**src/rtl/ct_rtu_pkg.sv**
```systemverilog
// Shared RTU types and constants for one-hot <-> binary entry conversion.
package ct_rtu_pkg;
  localparam int RTU_ENTRY    = 8;
  localparam int RTU_NUM_W    = 3;
  localparam int RTU_ERRCNT_W = 8;

  typedef struct packed {
    logic [RTU_NUM_W-1:0] num;
    logic                 err;
  } rtu_enc_t;
endpackage

```
**src/rtl/ct_rtu_compress_8.sv**
```systemverilog
// Combinational 8-bit one-hot to 3-bit index encoder with legality check.
module ct_rtu_compress_8
  import ct_rtu_pkg::*;
(
  input  logic [RTU_ENTRY-1:0] onehot_i,
  output rtu_enc_t             enc_o
);

  logic [3:0] pop;

  // Scanning from the top down lets the lowest set bit win on multi-hot input.
  always_comb begin
    enc_o = '0;
    pop   = '0;
    for (int i = RTU_ENTRY - 1; i >= 0; i--) begin
      if (onehot_i[i]) enc_o.num = RTU_NUM_W'(i);
      pop = pop + 4'(onehot_i[i]);
    end
    enc_o.err = (pop != 4'd1);
  end

endmodule

```
**src/rtl/ct_rtu_compress_8_buf.sv**
```systemverilog
// One-hot to binary index converter behind a 2-entry valid/ready buffer, with error tracking.
module ct_rtu_compress_8_buf
  import ct_rtu_pkg::*;
(
  input  logic                    cpuclk,
  input  logic                    cpurst_b,
  input  logic                    x_vld,
  input  logic [RTU_ENTRY-1:0]    x_onehot,
  output logic                    x_rdy,
  output logic                    y_vld,
  output logic [RTU_NUM_W-1:0]    y_num,
  output logic                    y_err,
  input  logic                    y_rdy,
  input  logic                    clr_err,
  output logic                    err_sticky,
  output logic [RTU_ERRCNT_W-1:0] err_cnt
);

  localparam int DEPTH = 2;
  localparam int CNT_W = RTU_ERRCNT_W;

  function automatic logic [CNT_W-1:0] sat_inc(input logic [CNT_W-1:0] v);
    return (&v) ? v : v + 1'b1;
  endfunction

  rtu_enc_t         enc;
  rtu_enc_t         mem_q [DEPTH];
  logic             wptr_q, rptr_q;
  logic [1:0]       occ_q, occ_d;
  logic             sticky_q, sticky_d;
  logic [CNT_W-1:0] cnt_q, cnt_d;
  logic             acc, pop;

  ct_rtu_compress_8 u_enc (
    .onehot_i (x_onehot),
    .enc_o    (enc)
  );

  // Ready depends on registered occupancy only, so no path from y_rdy to x_rdy.
  assign x_rdy = (occ_q < 2'(DEPTH));
  assign y_vld = (occ_q != 2'd0);
  assign y_num = mem_q[rptr_q].num;
  assign y_err = mem_q[rptr_q].err;
  assign acc   = x_vld & x_rdy;
  assign pop   = y_vld & y_rdy;

  assign err_sticky = sticky_q;
  assign err_cnt    = cnt_q;

  always_comb begin
    occ_d = occ_q;
    case ({acc, pop})
      2'b10:   occ_d = occ_q + 2'd1;
      2'b01:   occ_d = occ_q - 2'd1;
      default: occ_d = occ_q;
    endcase
  end

  // A clear in the same cycle as an illegal accept restarts the count at one.
  always_comb begin
    sticky_d = sticky_q;
    cnt_d    = cnt_q;
    if (clr_err) begin
      sticky_d = 1'b0;
      cnt_d    = '0;
    end
    if (acc && enc.err) begin
      sticky_d = 1'b1;
      cnt_d    = sat_inc(cnt_d);
    end
  end

  always_ff @(posedge cpuclk) begin
    if (!cpurst_b) begin
      occ_q    <= '0;
      wptr_q   <= 1'b0;
      rptr_q   <= 1'b0;
      mem_q[0] <= '0;
      mem_q[1] <= '0;
      sticky_q <= 1'b0;
      cnt_q    <= '0;
    end else begin
      if (acc) begin
        mem_q[wptr_q] <= enc;
        wptr_q        <= ~wptr_q;
      end
      if (pop) rptr_q <= ~rptr_q;
      occ_q    <= occ_d;
      sticky_q <= sticky_d;
      cnt_q    <= cnt_d;
    end
  end

endmodule

```
**config.mk**
```make
export PLATFORM = sky130hd
export DESIGN_NAME = ct_rtu_compress_8_buf
export DESIGN_NICKNAME = d
export VERILOG_FILES = /design/src/rtl/ct_rtu_pkg.sv /design/src/rtl/ct_rtu_compress_8.sv /design/src/rtl/ct_rtu_compress_8_buf.sv
export SDC_FILE = /design/constraint.sdc
export NUM_CORES = 1
export LEC_CHECK = 0
export ABC_AREA = 0
export CORE_MARGIN = 3
export CORE_UTILIZATION = 40
export CTS_BUF_LIST = sky130_fd_sc_hd__clkbuf_8 sky130_fd_sc_hd__clkbuf_16
export DETAILED_ROUTE_END_ITERATION = 8
export PLACE_DENSITY = 0.64
export REMOVE_ABC_BUFFERS = 1
export SLEW_MARGIN = 0
export SYNTH_ARGS = -nofsm -noshare
export SYNTH_HDL_FRONTEND = slang
export SYNTH_SLANG_ARGS = --single-unit
export TNS_END_PERCENT = 10
```
**constraint.sdc**
```tcl
create_clock -name cpuclk -period 9.6 [get_ports cpuclk]
set_input_delay 1.44 -clock cpuclk [delete_from_list [all_inputs] [get_ports cpuclk]]
set_output_delay 1.44 -clock cpuclk [all_outputs]
set_load 0.02 [all_outputs]
```
==> metrics.csv <==
stage;metric;value;unit
clocking;Clock Path Buffers;2;
clocking;clock sinks;22;
drt;drc violations;0;
timing;Layout Skew;0.001145;ns
logic_synthesis;Seq/Total Area, Yosys;37.96;%
floorplan;die area;4167;µm²
floorplan;Starting Density;43.49;%
logic_synthesis;Synth Area in Simple Gates;20.89;%
job;MaxCap Viol Count;0;
setup_path;FF-to-FF setup slack;7.76;ns
timing;setup_tns;0;ns
global_routing;vias in the first global route;1146;
drt;wire length per cell;12.50;µm
clocking;cts hold-fix bufs;0;
global_routing;first-pass GRT wire length;5.002;mm
logic_synthesis;Top FF cell, synth;dfxtp_1;
setup_path;worst-path cell chain;clkdlybuf4s50_1, inv_1, ha_1, inv_1, fa_1, fa_1, inv_1, fa_1, inv_1, fa_1, a31o_2, and2_2, o41ai_1, a21oi_1;
floorplan;Die Width;64.55;µm
clocking;TritonCTS clock tree;built;
timing;Final setup viols;0;
logic_synthesis;post-synthesis adder-cell area fraction;12.23;%
drt;remaining antenna violation count;0;
logic_synthesis;Post-synth top cells;inv_1 (20), dfxtp_1 (14), nand2_1 (11), nand3_1 (10);
clocking;postcts setup bufs;0;
logic_synthesis;Unique masters post-synth;34;
finish;share of cells above drive strength 1;10.47;%
setup_path;Slowest cell on crit path;clkdlybuf4s50_1;
logic_synthesis;top cell type's share of synthesized area;20.44;%
timing;hold_ws;0.4766;ns
finish;P&R area growth vs syn;28.01;%
floorplan;Core Rows;20;
logic_synthesis;post-synthesis compound-gate area fraction;12.68;%
setup_path;Startpoint Class;primary input;
clocking;Num CTS Buffers;3;
logic_synthesis;main combinational cell family by area after synthesis;simple AND/OR/NAND/NOR gates;
global_routing;grt ovf;0;
clocking;Root Buffer Master;clkbuf_8;
logic_synthesis;count leader, synth;inv_1;
drt;total wire length;2.701;mm
timing;count of pins over their slew limit;0;
logic_synthesis;xor and xnor area share after synthesis;2.555;%
logic_synthesis;synthesized area per cell;9.590;µm²
finish;nets@finish;197;
clocking;clock-pin slew on the worst setup and hold paths;0.08;ns
floorplan;I/O pin total;28;
setup_path;CP required;9.74;ns
worst_hold_path;Hold WC Path Type;register to register;
global_routing;Total GRT Usage;14.82;%
setup_path;CP Class;primary input to register;
timing;fin crit share;51.42;%
finish;Fillers;309;
floorplan;core area;3153;µm²
timing;FMAX;202.6;MHz
logic_synthesis;Cell Area, Synth;1371;µm²
setup_path;critical path's largest stage delay;0.49;ns
place;DP Wirelength;2.232;mm
timing;worst rel slew slack;55.79;%
global_routing;largest net degree at the start of global routing;24;
drt;Initial DRC Count;20;
drt;overall via count from detail_route;1080;
timing;Fin. Hold Viols;0;
timing;RSZ-0062 raised after global routing;false;
setup_path;CP Capture Type;register;
clocking;H-Tree Depth;1;
finish;Final Core Density;55.67;%
clocking;PostCTS Resize Cnt;0;
setup_path;WP data arrival;5.08;ns
timing;Least-Margin Pin Slew;0.6611;ns
floorplan;die height;64.55;µm
drt;DRT Pass-1 Iters;4;
logic_synthesis;top cells by area, synth;dfxtp_1 (20%), edfxtp_1 (18%), ha_1 (6.4%), fa_1 (5.8%), inv_1 (5.5%);
logic_synthesis;Post-synth EDFFs;8;
drt;Via density;5.000;
clocking;worst-skew pair later-pin latency;0.26;ns
status;outcome;finished, final reports clean;
finish;Antenna diodes;0;
power_and_ir_drop;Power per Cell Area;196.4;nW/µm²
logic_synthesis;cell taking the most area after synthesis;dfxtp_1;
global_routing;initial antenna violation count;0;
setup_path;Crit Path Max Fanout;4;
logic_synthesis;ys async rst share;0;%
place;# port buffers;27;
logic_synthesis;Post-Syn Instances;143;
place;GP Congestion;0.8463;
logic_synthesis;mux cell area share after synthesis;7.664;%
power_and_ir_drop;Leak;0.7172;nW
logic_synthesis;Yosys warning total;0;
logic_synthesis;Synth Register Bits;22;
power_and_ir_drop;worst ir drop on vdd;0.07889;mV
timing;post-layout min period;4.937;ns
sequential cells by signal, summed over array words and instances, names as in the netlist, named ones only:
signal / cells
rptr_q: 1
wptr_q: 1
err_cnt: 8
occ_q: 2
err_sticky: 1
mem_q: 8
cell type report:
type,instances,area (µm²),area share (%)
Inverter,20,75.07,4.277
Clock buffer,4,66.31,3.778
Multi-Input combinational cell,99,768.2,43.76
Tap cell,44,55.05,3.136
Timing Repair Buffer,27,270.3,15.40
Sequential cell,22,520.5,29.65
critical path: cells and delay by family:
family / cells / cell delay [ns]
adder cells (fa/ha/maj): 5 / 1.99
buffers and inverters: 5 / 0.77
AO/OA/AOI/OAI: 3 / 0.69
AND/OR/NAND/NOR: 1 / 0.19
cells by family (layout without fill, tap and decap cells):
group,after synthesis,after routing
AND/OR/NAND/NOR,53,53
buffers and inverters,22,51
AO/OA/AOI/OAI,21,21
flip-flops,22,22
adder cells (fa/ha/maj),11,11
XOR/XNOR,4,4
multiplexers,10,10
layout by cell type (no fill, tap or decap), drive strengths merged, types with 7 or more instances in the layout:
cell type / synthesis / final
clkdlybuf4s50: 0 / 27
inv: 20 / 20
dfxtp: 14 / 14
nand2: 11 / 11
nand3: 10 / 10
nor2: 8 / 8
edfxtp: 8 / 8
o21ai: 7 / 7
ha: 7 / 7
report_power, final:
| part | total [mW] | internal, mW | switching, mW |
|---|---|---|---|
| Sequential | 0.125 | 0.114 | 0.0107 |
| Clock | 0.0746 | 0.0451 | 0.0295 |
| Combinational | 0.145 | 0.0739 | 0.0716 |
stage by stage:
step / std cells / setup slack, ns / instance area, µm² / total power [mW]
finish: 216 / 4.663 / 1755 / 0.3447
global route: 216 / 4.451 / 1755 / 0.3707
CTS: 216 / 4.651 / 1755 / 0.3498
detailed placement: 212 / 4.383 / 1689 / 0.2737
global placement: 212 / 4.494 / 1689 / 0.2685
floorplan: 141 / 5.081 / 1364 / 0.2226
per-layer routing:
layer	track usage, %	vias to the layer above	part of all wire, %	routed length (µm)
met5	0	-	0	0
met4	3.430	0	0.41	11
met3	2.426	2	3.1	84
met2	27.58	19	55	1486
met1	17.68	511	41	1119
li1	-	548	-	-
path summary, 6_finish.rpt:
kind                                   from          to  cells after the start
worst max-delay path            x_onehot[6]  err_cnt[6]                     14
worst max register to register     occ_q[1]    occ_q[1]                      5
worst min-delay path             err_sticky  err_sticky                      2
worst min register to register   err_sticky  err_sticky                      2
(Power assumes the default switching activity.)
